## config.mk

```make
export PLATFORM = sky130hd
export DESIGN_NAME = hazard_ctrl
export DESIGN_NICKNAME = d
export VERILOG_FILES = /design/src/rtl/hazard_pkg.sv /design/src/rtl/hazard_ctrl_fp_seq.sv /design/src/rtl/hazard_ctrl.sv
export SDC_FILE = /design/constraint.sdc
export NUM_CORES = 1
export LEC_CHECK = 0
export CORE_ASPECT_RATIO = 1.1
export CORE_MARGIN = 4
export CORE_UTILIZATION = 30
export CTS_CLUSTER_DIAMETER = 50
export DETAILED_ROUTE_END_ITERATION = 16
export PLACE_DENSITY = 0.81
export SYNTH_ARGS = -nofsm -noshare
export SYNTH_HDL_FRONTEND = slang
export SYNTH_SLANG_ARGS = --single-unit
```

## constraint.sdc

```tcl
create_clock -name clk -period 2.4 [get_ports clk]
set_clock_uncertainty 0.15 [all_clocks]
set_input_delay 0.48 -clock clk [delete_from_list [all_inputs] [get_ports clk]]
set_output_delay 0.48 -clock clk [all_outputs]
set_load 0.005 [all_outputs]
```

## src/rtl/hazard_pkg.sv

```systemverilog
// rtl/hazard_pkg.sv - shared types and encodings for the pipeline hazard controller
package hazard_pkg;

  typedef enum logic {
    IDLE = 1'b0,
    BUSY = 1'b1
  } fp_state_t;

  localparam logic [1:0] FWD_RF  = 2'b00;
  localparam logic [1:0] FWD_WB  = 2'b01;
  localparam logic [1:0] FWD_MEM = 2'b10;

  // Memory stage wins over writeback; x0 is never forwarded.
  function automatic logic [1:0] fwd_sel(
    input logic       reg_write_m,
    input logic [4:0] rd_m,
    input logic       reg_write_w,
    input logic [4:0] rd_w,
    input logic [4:0] rs
  );
    if (reg_write_m && (rd_m != 5'd0) && (rd_m == rs)) begin
      return FWD_MEM;
    end else if (reg_write_w && (rd_w != 5'd0) && (rd_w == rs)) begin
      return FWD_WB;
    end
    return FWD_RF;
  endfunction

endpackage

```

## src/rtl/hazard_ctrl_fp_seq.sv

```systemverilog
// rtl/hazard_ctrl_fp_seq.sv - holds a multi-cycle FP op in execute for FP_LATENCY cycles
module fp_seq
  import hazard_pkg::*;
#(
  parameter int FP_LATENCY = 4,
  parameter int CNT_W      = $clog2(FP_LATENCY)
) (
  input  logic clk,
  input  logic rst_n,
  input  logic floatingE,
  output logic fpStall,
  output logic fp_start,
  output logic fp_done,
  output logic fp_busy
);

  localparam logic [CNT_W-1:0] CNT_LOAD = CNT_W'(FP_LATENCY - 2);

  fp_state_t        state_q, state_d;
  logic [CNT_W-1:0] cnt_q, cnt_d;
  logic             fp_busy_q;

  always_comb begin
    state_d  = state_q;
    cnt_d    = cnt_q;
    fpStall  = 1'b0;
    fp_start = 1'b0;
    fp_done  = 1'b0;
    case (state_q)
      IDLE: begin
        if (floatingE) begin
          fpStall  = 1'b1;
          fp_start = 1'b1;
          cnt_d    = CNT_LOAD;
          state_d  = BUSY;
        end
      end
      BUSY: begin
        // floatingE is ignored here: the op being timed is already held in execute
        if (cnt_q != '0) begin
          fpStall = 1'b1;
          cnt_d   = cnt_q - CNT_W'(1);
        end else begin
          fp_done = 1'b1;
          state_d = IDLE;
        end
      end
      default: state_d = IDLE;
    endcase
    if (!rst_n) begin
      fpStall  = 1'b0;
      fp_start = 1'b0;
      fp_done  = 1'b0;
    end
  end

  always_ff @(posedge clk) begin
    if (!rst_n) begin
      state_q   <= IDLE;
      cnt_q     <= '0;
      fp_busy_q <= 1'b0;
    end else begin
      state_q   <= state_d;
      cnt_q     <= cnt_d;
      fp_busy_q <= (state_d == BUSY);
    end
  end

  assign fp_busy = fp_busy_q;

endmodule

```

## src/rtl/hazard_ctrl.sv

```systemverilog
// rtl/hazard_ctrl.sv - stall/flush generation and operand forwarding for the five-stage core
module hazard_ctrl
  import hazard_pkg::*;
#(
  parameter int FP_LATENCY = 4,
  parameter int CNT_W      = $clog2(FP_LATENCY)
) (
  input  logic       clk,
  input  logic       rst_n,
  input  logic [4:0] Rs1D,
  input  logic [4:0] Rs2D,
  input  logic [4:0] Rs1E,
  input  logic [4:0] Rs2E,
  input  logic [4:0] RdE,
  input  logic [4:0] RdM,
  input  logic [4:0] RdW,
  input  logic       RegWriteM,
  input  logic       RegWriteW,
  input  logic       isLoadE,
  input  logic       floatingE,
  input  logic       PCSrcE,
  output logic       StallF,
  output logic       StallD,
  output logic       StallE,
  output logic       FlushD,
  output logic       FlushE,
  output logic [1:0] ForwardAE,
  output logic [1:0] ForwardBE,
  output logic       fp_start,
  output logic       fp_done,
  output logic       fp_busy
);

  logic lwStall;
  logic fpStall;
  logic branch;

  fp_seq #(
    .FP_LATENCY(FP_LATENCY),
    .CNT_W     (CNT_W)
  ) u_fp_seq (
    .clk      (clk),
    .rst_n    (rst_n),
    .floatingE(floatingE),
    .fpStall  (fpStall),
    .fp_start (fp_start),
    .fp_done  (fp_done),
    .fp_busy  (fp_busy)
  );

  assign ForwardAE = fwd_sel(RegWriteM, RdM, RegWriteW, RdW, Rs1E);
  assign ForwardBE = fwd_sel(RegWriteM, RdM, RegWriteW, RdW, Rs2E);

  // Reset quiets every control output; forwarding stays purely combinational.
  assign lwStall = rst_n && isLoadE && (RdE != 5'd0) && ((RdE == Rs1D) || (RdE == Rs2D));
  assign branch  = rst_n && PCSrcE;

  assign StallF = lwStall || fpStall;
  assign StallD = lwStall || fpStall;
  assign StallE = fpStall;
  assign FlushD = branch && !fpStall;
  assign FlushE = (lwStall || branch) && !fpStall;

endmodule
```

== Word level (Yosys, flattened, before mapping) ==
Index checks and enable logic that the tools add are counted.

* Output and inout bits: 12
* Input port bits: 42
* Flip-flop bits (word level): 3
* Logic and storage cells: 55

* Equality and inequality tests: 8
* Multiplexer cells: 22
* Add/subtract/negate cells: 1
* Bitwise operators: 1
* Reduce and logical (&&, ||, !) cells: 21

{| class="wikitable"
|+ Operators with widths
! kind !! number
|-
| equality test 5 bit || 6
|-
| two-way mux 2 bit || 8
|-
| nonzero test 5 bit || 3
|-
| logical AND 1 bit || 12
|-
| two-way mux 1 bit || 12
|-
| != test 2 bit (second input constant) || 2
|-
| case mux 2 bit (2 select lines) || 1
|-
| logical OR 1 bit || 3
|-
| case mux 1 bit (2 select lines) || 1
|-
| AND reduction 2 bit || 1
|-
| nonzero test 2 bit || 1
|-
| subtractor 2 x 1 -> 2 bit (second input constant) || 1
|-
| logical NOT 1 bit || 1
|-
| inverter 1 bit || 1
|}

== Longest topological paths before layout ==
* Word-level depth: 6
* Gate-level depth with buffers: 7
* Mapped depth without buffers: 6

== By module ==
From an unflattened synthesis, not the netlist that was laid out.

* Cells, all modules: 71
* Area total of the unflattened synthesis: 585.6 um^2

{| class="wikitable"
|+ By module, submodules not included
! module !! cells each !! area each (um^2) !! seq. area each (um^2) !! times used
|-
| hazard_ctrl || 55 || 430.4 || 0.0 || 1
|-
| fp_seq || 16 || 155.1 || 60.1 || 1
|}

== Worst setup path before layout ==
OpenSTA, ideal clock, no wires.

* Path type: in2out
* Start: input port RdM[4]
* End: output port ForwardAE[0]
* Path buffers: 0
* Arrival: 1.520 ns
* Setup slack: 0.250 ns
* Stages: 4
* Required time: 1.770 ns
* Path through: or4_1 -> o21ai_2 -> nor4_1 -> nor4_2

* Longest elaborated chain between the ends: 5

{| class="wikitable"
|+ RTL lines
! what !! line !! text
|-
| from (decl) || hazard_ctrl.sv:15 || <nowiki>input logic [4:0] RdM,</nowiki>
|-
| nonzero test 5 bit || hazard_pkg.sv:21 || <nowiki>if (reg_write_m && (rd_m != 5'd0) && (rd_m == rs)) begin</nowiki>
|-
| logical AND 1 bit || hazard_pkg.sv:21 ||
|-
| logical AND 1 bit (*) || hazard_pkg.sv:21 ||
|-
| two-way mux 2 bit or two-way mux 1 bit (tied branches) || hazard_pkg.sv:21 ||
|-
| two-way mux 2 bit (*) || hazard_pkg.sv:26 || <nowiki>return FWD_RF;</nowiki>
|-
| to (decl) || hazard_ctrl.sv:27 || <nowiki>output logic [1:0] ForwardAE,</nowiki>
|}

Mark *: on every way between the ends. The rest lies on a longest branch, timed or not.

== Final worst setup path ==
* Start: input port RegWriteW
* End: output port ForwardAE[0]

* Longest elaborated chain between the ends: 5

{| class="wikitable"
|+ RTL lines
! what !! line !! text
|-
| from (decl) || hazard_ctrl.sv:18 || <nowiki>input logic RegWriteW,</nowiki>
|-
| logical AND 1 bit (2 in a row) || hazard_pkg.sv:23 || <nowiki>end else if (reg_write_w && (rd_w != 5'd0) && (rd_w == rs)) begin</nowiki>
|-
| two-way mux 1 bit || hazard_pkg.sv:23 ||
|-
| two-way mux 1 bit || hazard_pkg.sv:21 ||
|-
| two-way mux 2 bit || hazard_pkg.sv:26 ||
|}

Every way passes these cells.

==> key figures <==
Detailed routing
  • Final antenna-violating net count: 0
  • Via count: between 800 and 900
  • DRT Pass-1 Iters: 4
  • Post-DR vias/cell: 4.85
  • DRT iter0 DRCs: 6
  • # DRC: 0
  • DR WL/cell: 14.0 um
  • Final WL: 2.47 mm

Timing
  • Hold slack final: 0.320 ns
  • Tmin final: around 2.4 ns
  • Hold Fails Final Rpt: 0
  • Slew @ Worst Pin: 0.304 ns
  • RSZ-0062 raised after global routing: true
  • Fin. max-slew vios: 0
  • Fmax: 421 MHz
  • PnR worst setup slack: between 0.02 and 0.03 ns
  • Relative slew margins: 0.797
  • Final setup violation count: 0
  • Tcrit/Tclk final: 0.989

Placement
  • Post-DP HPWL: 2.09 mm
  • Area post-placement: 1270 um2
  • Port bufs: 53
  • Pre-CTS WS: -0.829 ns
  • GP Congestion: 0.811

Pwr
  • Reg power frac: 0.162
  • Leak: slightly above 0.0006 uW
  • Clk network pwr share: 0.248
  • Power density of the placed cells: 279 nW/um2
  • Internal power: 242 uW
  • Psw: 121 uW
  • Total Power: 364 uW
  • Logic gate share of total power: 0.590
  • VDD IR max: around 0.00039 V
  • Switch share: 0.333

Worst setup path
  • CP Launch Type: primary input
  • Worst Reg-to-Reg Cells: 7
  • Setup slack, reg-to-reg: 0.95 ns
  • Critical-path maximum fanout: 2
  • RR Endpoint: u_fp_seq.cnt_q[0]
  • Worst Setup EP: ForwardAE[0]
  • WS Path Type: in -> out
  • Setup crit end kind: output port
  • Critical Path Source: RegWriteW
  • R2r startpoint: u_fp_seq.cnt_q[0]
  • Arr. time, crit path: 1.74 ns
  • Critical Path RT: 1.77 ns

Floorplanning
  • Row cnt: 16
  • Initial core utilization: 0.320
  • Die span in x: ~50 um
  • Die area: 2710 um2
  • # IOs: 54
  • Core area: 1820 um2
  • Die Ht: 54.2 um

Cells and area
  • Number of diodes: 0
  • Final Util: 0.715
  • Nets: approximately 190
  • Share of cells above drive strength 1: 0.349
  • Fillers: 162
  • Design Area, Final: ~1300 um2
  • Area Growth Syn to Fin: 123%

Yosys
  • FF+latch count, synth: 3
  • Mean Syn Cell Area: between 7 and 8 um2
  • Syn nets: roughly 120
  • Syn Std Cell Area: 583 um2
  • YS warnings: 0
  • Mapped Cells: 76
  • Yosys cell types: 27
  • Post-synthesis sequential area ratio: 0.103

Clock tree
  • Clock sink count: 3
  • Root buffer cell: clkbuf_4
  • CTS H-Tree Depth: 1
  • Clock Latency Late Sink: 0.24 ns
  • Num CTS Buffers: 3
  • CTS tree: built
  • Post-CTS Hold Buffers: 0
  • Clk buf depth: 2
  • CTS clock-pin slew for the worst setup and hold paths: 0.04 ns

Worst hold path
  • Worst Hold Class: reg -> reg

GRT
  • Overflow after GRT: 0
  • Largest net degree at the start of global routing: 9
  • First-pass GRT wire length: 3.91 mm
  • Initial antenna violation count: 0
  • Number of global-route vias before repair: 920
  • Total track usage: 0.191

Run status
  • Status: complete, no violations

Run
  • Max_cap viols: 0
==> layout by cell type, fill, tap and decap left out, types with 2 or more instances in the layout <==
| master | count |
|---|---|
| nor2_1 | 5 |
| clkbuf_4 | 3 |
| nand3_1 | 3 |
| dlymetal6s2s_1 | 4 |
| buf_4 | 16 |
| xnor2_1 | 6 |
| nor4_2 | 2 |
| buf_6 | 6 |
| nor4_4 | 2 |
| dlygate4sd2_1 | 11 |
| a21oi_1 | 2 |
| nand2_1 | 5 |
| nor3_1 | 2 |
| or4_4 | 3 |
| clkbuf_2 | 3 |
| xor2_1 | 23 |
| clkdlybuf4s50_1 | 18 |
| dfxtp_1 | 3 |
| inv_1 | 2 |
| buf_2 | 11 |
==> cells in the mapped netlist <==
master,n,share of area
xor2_1,24,0.36
xnor2_1,6,0.090
nand2_1,5,0.032
nor2_1,5,0.032
or4_1,4,0.052
dfxtp_1,3,0.10
nand3_1,3,0.026
nor3_1,3,0.026
a21oi_1,2,0.017
inv_1,2,0.013
nor4_1,2,0.021
nor4_2,2,0.043
a22oi_1,1,0.013
and2_1,1,0.011
and3_1,1,0.011
buf_4,1,0.013
ha_1,1,0.021
nand3b_1,1,0.013
nand4_1,1,0.011
nor2b_1,1,0.011
nor3b_1,1,0.013
o21a_1,1,0.013
o21ai_0,1,0.0086
o21ai_1,1,0.0086
o21ai_2,1,0.015
o21bai_1,1,0.013
o22ai_1,1,0.011
==> cells by family after synthesis <==
kind of cell	after synthesis	synth area share
xor+xnor	30	0.451
flops	3	0.103
buf+inv	3	0.0258
compound gates	9	0.0987
fa+ha+maj	1	0.0215
simple gates	30	0.300
==> power by group through the flow <==
| stage | sequential, uW | combinational [uW] | clock (uW) |
|---|---|---|---|
| 2_1_floorplan | 58.8 | 71.5 | 0 |
| 3_3_place_gp | 59.1 | 209 | 0 |
| 3_5_place_dp | 59.7 | 215 | 0 |
| 4_1_cts | 59.1 | 209 | 93.7 |
| 5_1_grt | 59.6 | 232 | 99.3 |
| 6_report | 58.9 | 214 | 90.2 |
==> how the worst min path moves through the flow <==
stage / from / to / cells after the start
after floorplan: u_fp_seq.cnt_q[1] / u_fp_seq.cnt_q[1] / 2
after global placement: u_fp_seq.cnt_q[1] / u_fp_seq.cnt_q[1] / 2
after detailed placement: u_fp_seq.cnt_q[1] / u_fp_seq.cnt_q[1] / 2
after CTS: u_fp_seq.cnt_q[1] / u_fp_seq.cnt_q[1] / 2
after global routing: u_fp_seq.cnt_q[1] / u_fp_seq.cnt_q[1] / 2
final: u_fp_seq.cnt_q[1] / u_fp_seq.cnt_q[1] / 2
==> through the flow <==
stage / std cells / TNS, ns
finish: 176 / 0
CTS: 176 / 0
global route: 176 / -0.0436
detailed placement: 172 / -4.09
floorplan: 76 / 0
global placement: 172 / -3.75
==> area by class of cell <==
type | count | area, um2 | area share
Tap cell | 27 | 33.8 | 0.0259
Clock buffer | 4 | 26.3 | 0.0202
Multi-Input combinational cell | 70 | 581 | 0.446
Sequential cell | 3 | 60.1 | 0.0461
Timing Repair Buffer | 70 | 594 | 0.456
Inverter | 2 | 7.51 | 0.00576
==> worst max-delay path: stages <==
cell,delay [ns]
dlygate4sd2_1,0.22
o21ai_2,0.07
or4_1,0.54
nor4_2,0.28
buf_2,0.15
==> repair_timing <==
item | CTS | global route
resized for setup | 93 | 19
pin swaps | 15 | 4
buffers inserted | 0 | 0
setup endpoints to repair | 9 | 7
==> sequential cells by signal (all words and copies together), names as in the netlist <==
register,flops
u_fp_seq.fp_busy,1
u_fp_seq.cnt_q,2
==> routing by layer <==
| metal | vias up | global-route usage | wire length, um |
|---|---|---|---|
| li1 | 415 | - | - |
| met1 | 377 | 0.179 | 880 |
| met2 | 60 | 0.391 | 1260 |
| met3 | 2 | 0.0872 | 311 |
| met4 | 0 | 0.0138 | 17 |
| met5 | - | 0 | 0 |
No activity file was read; power rests on OpenSTA's default activity.
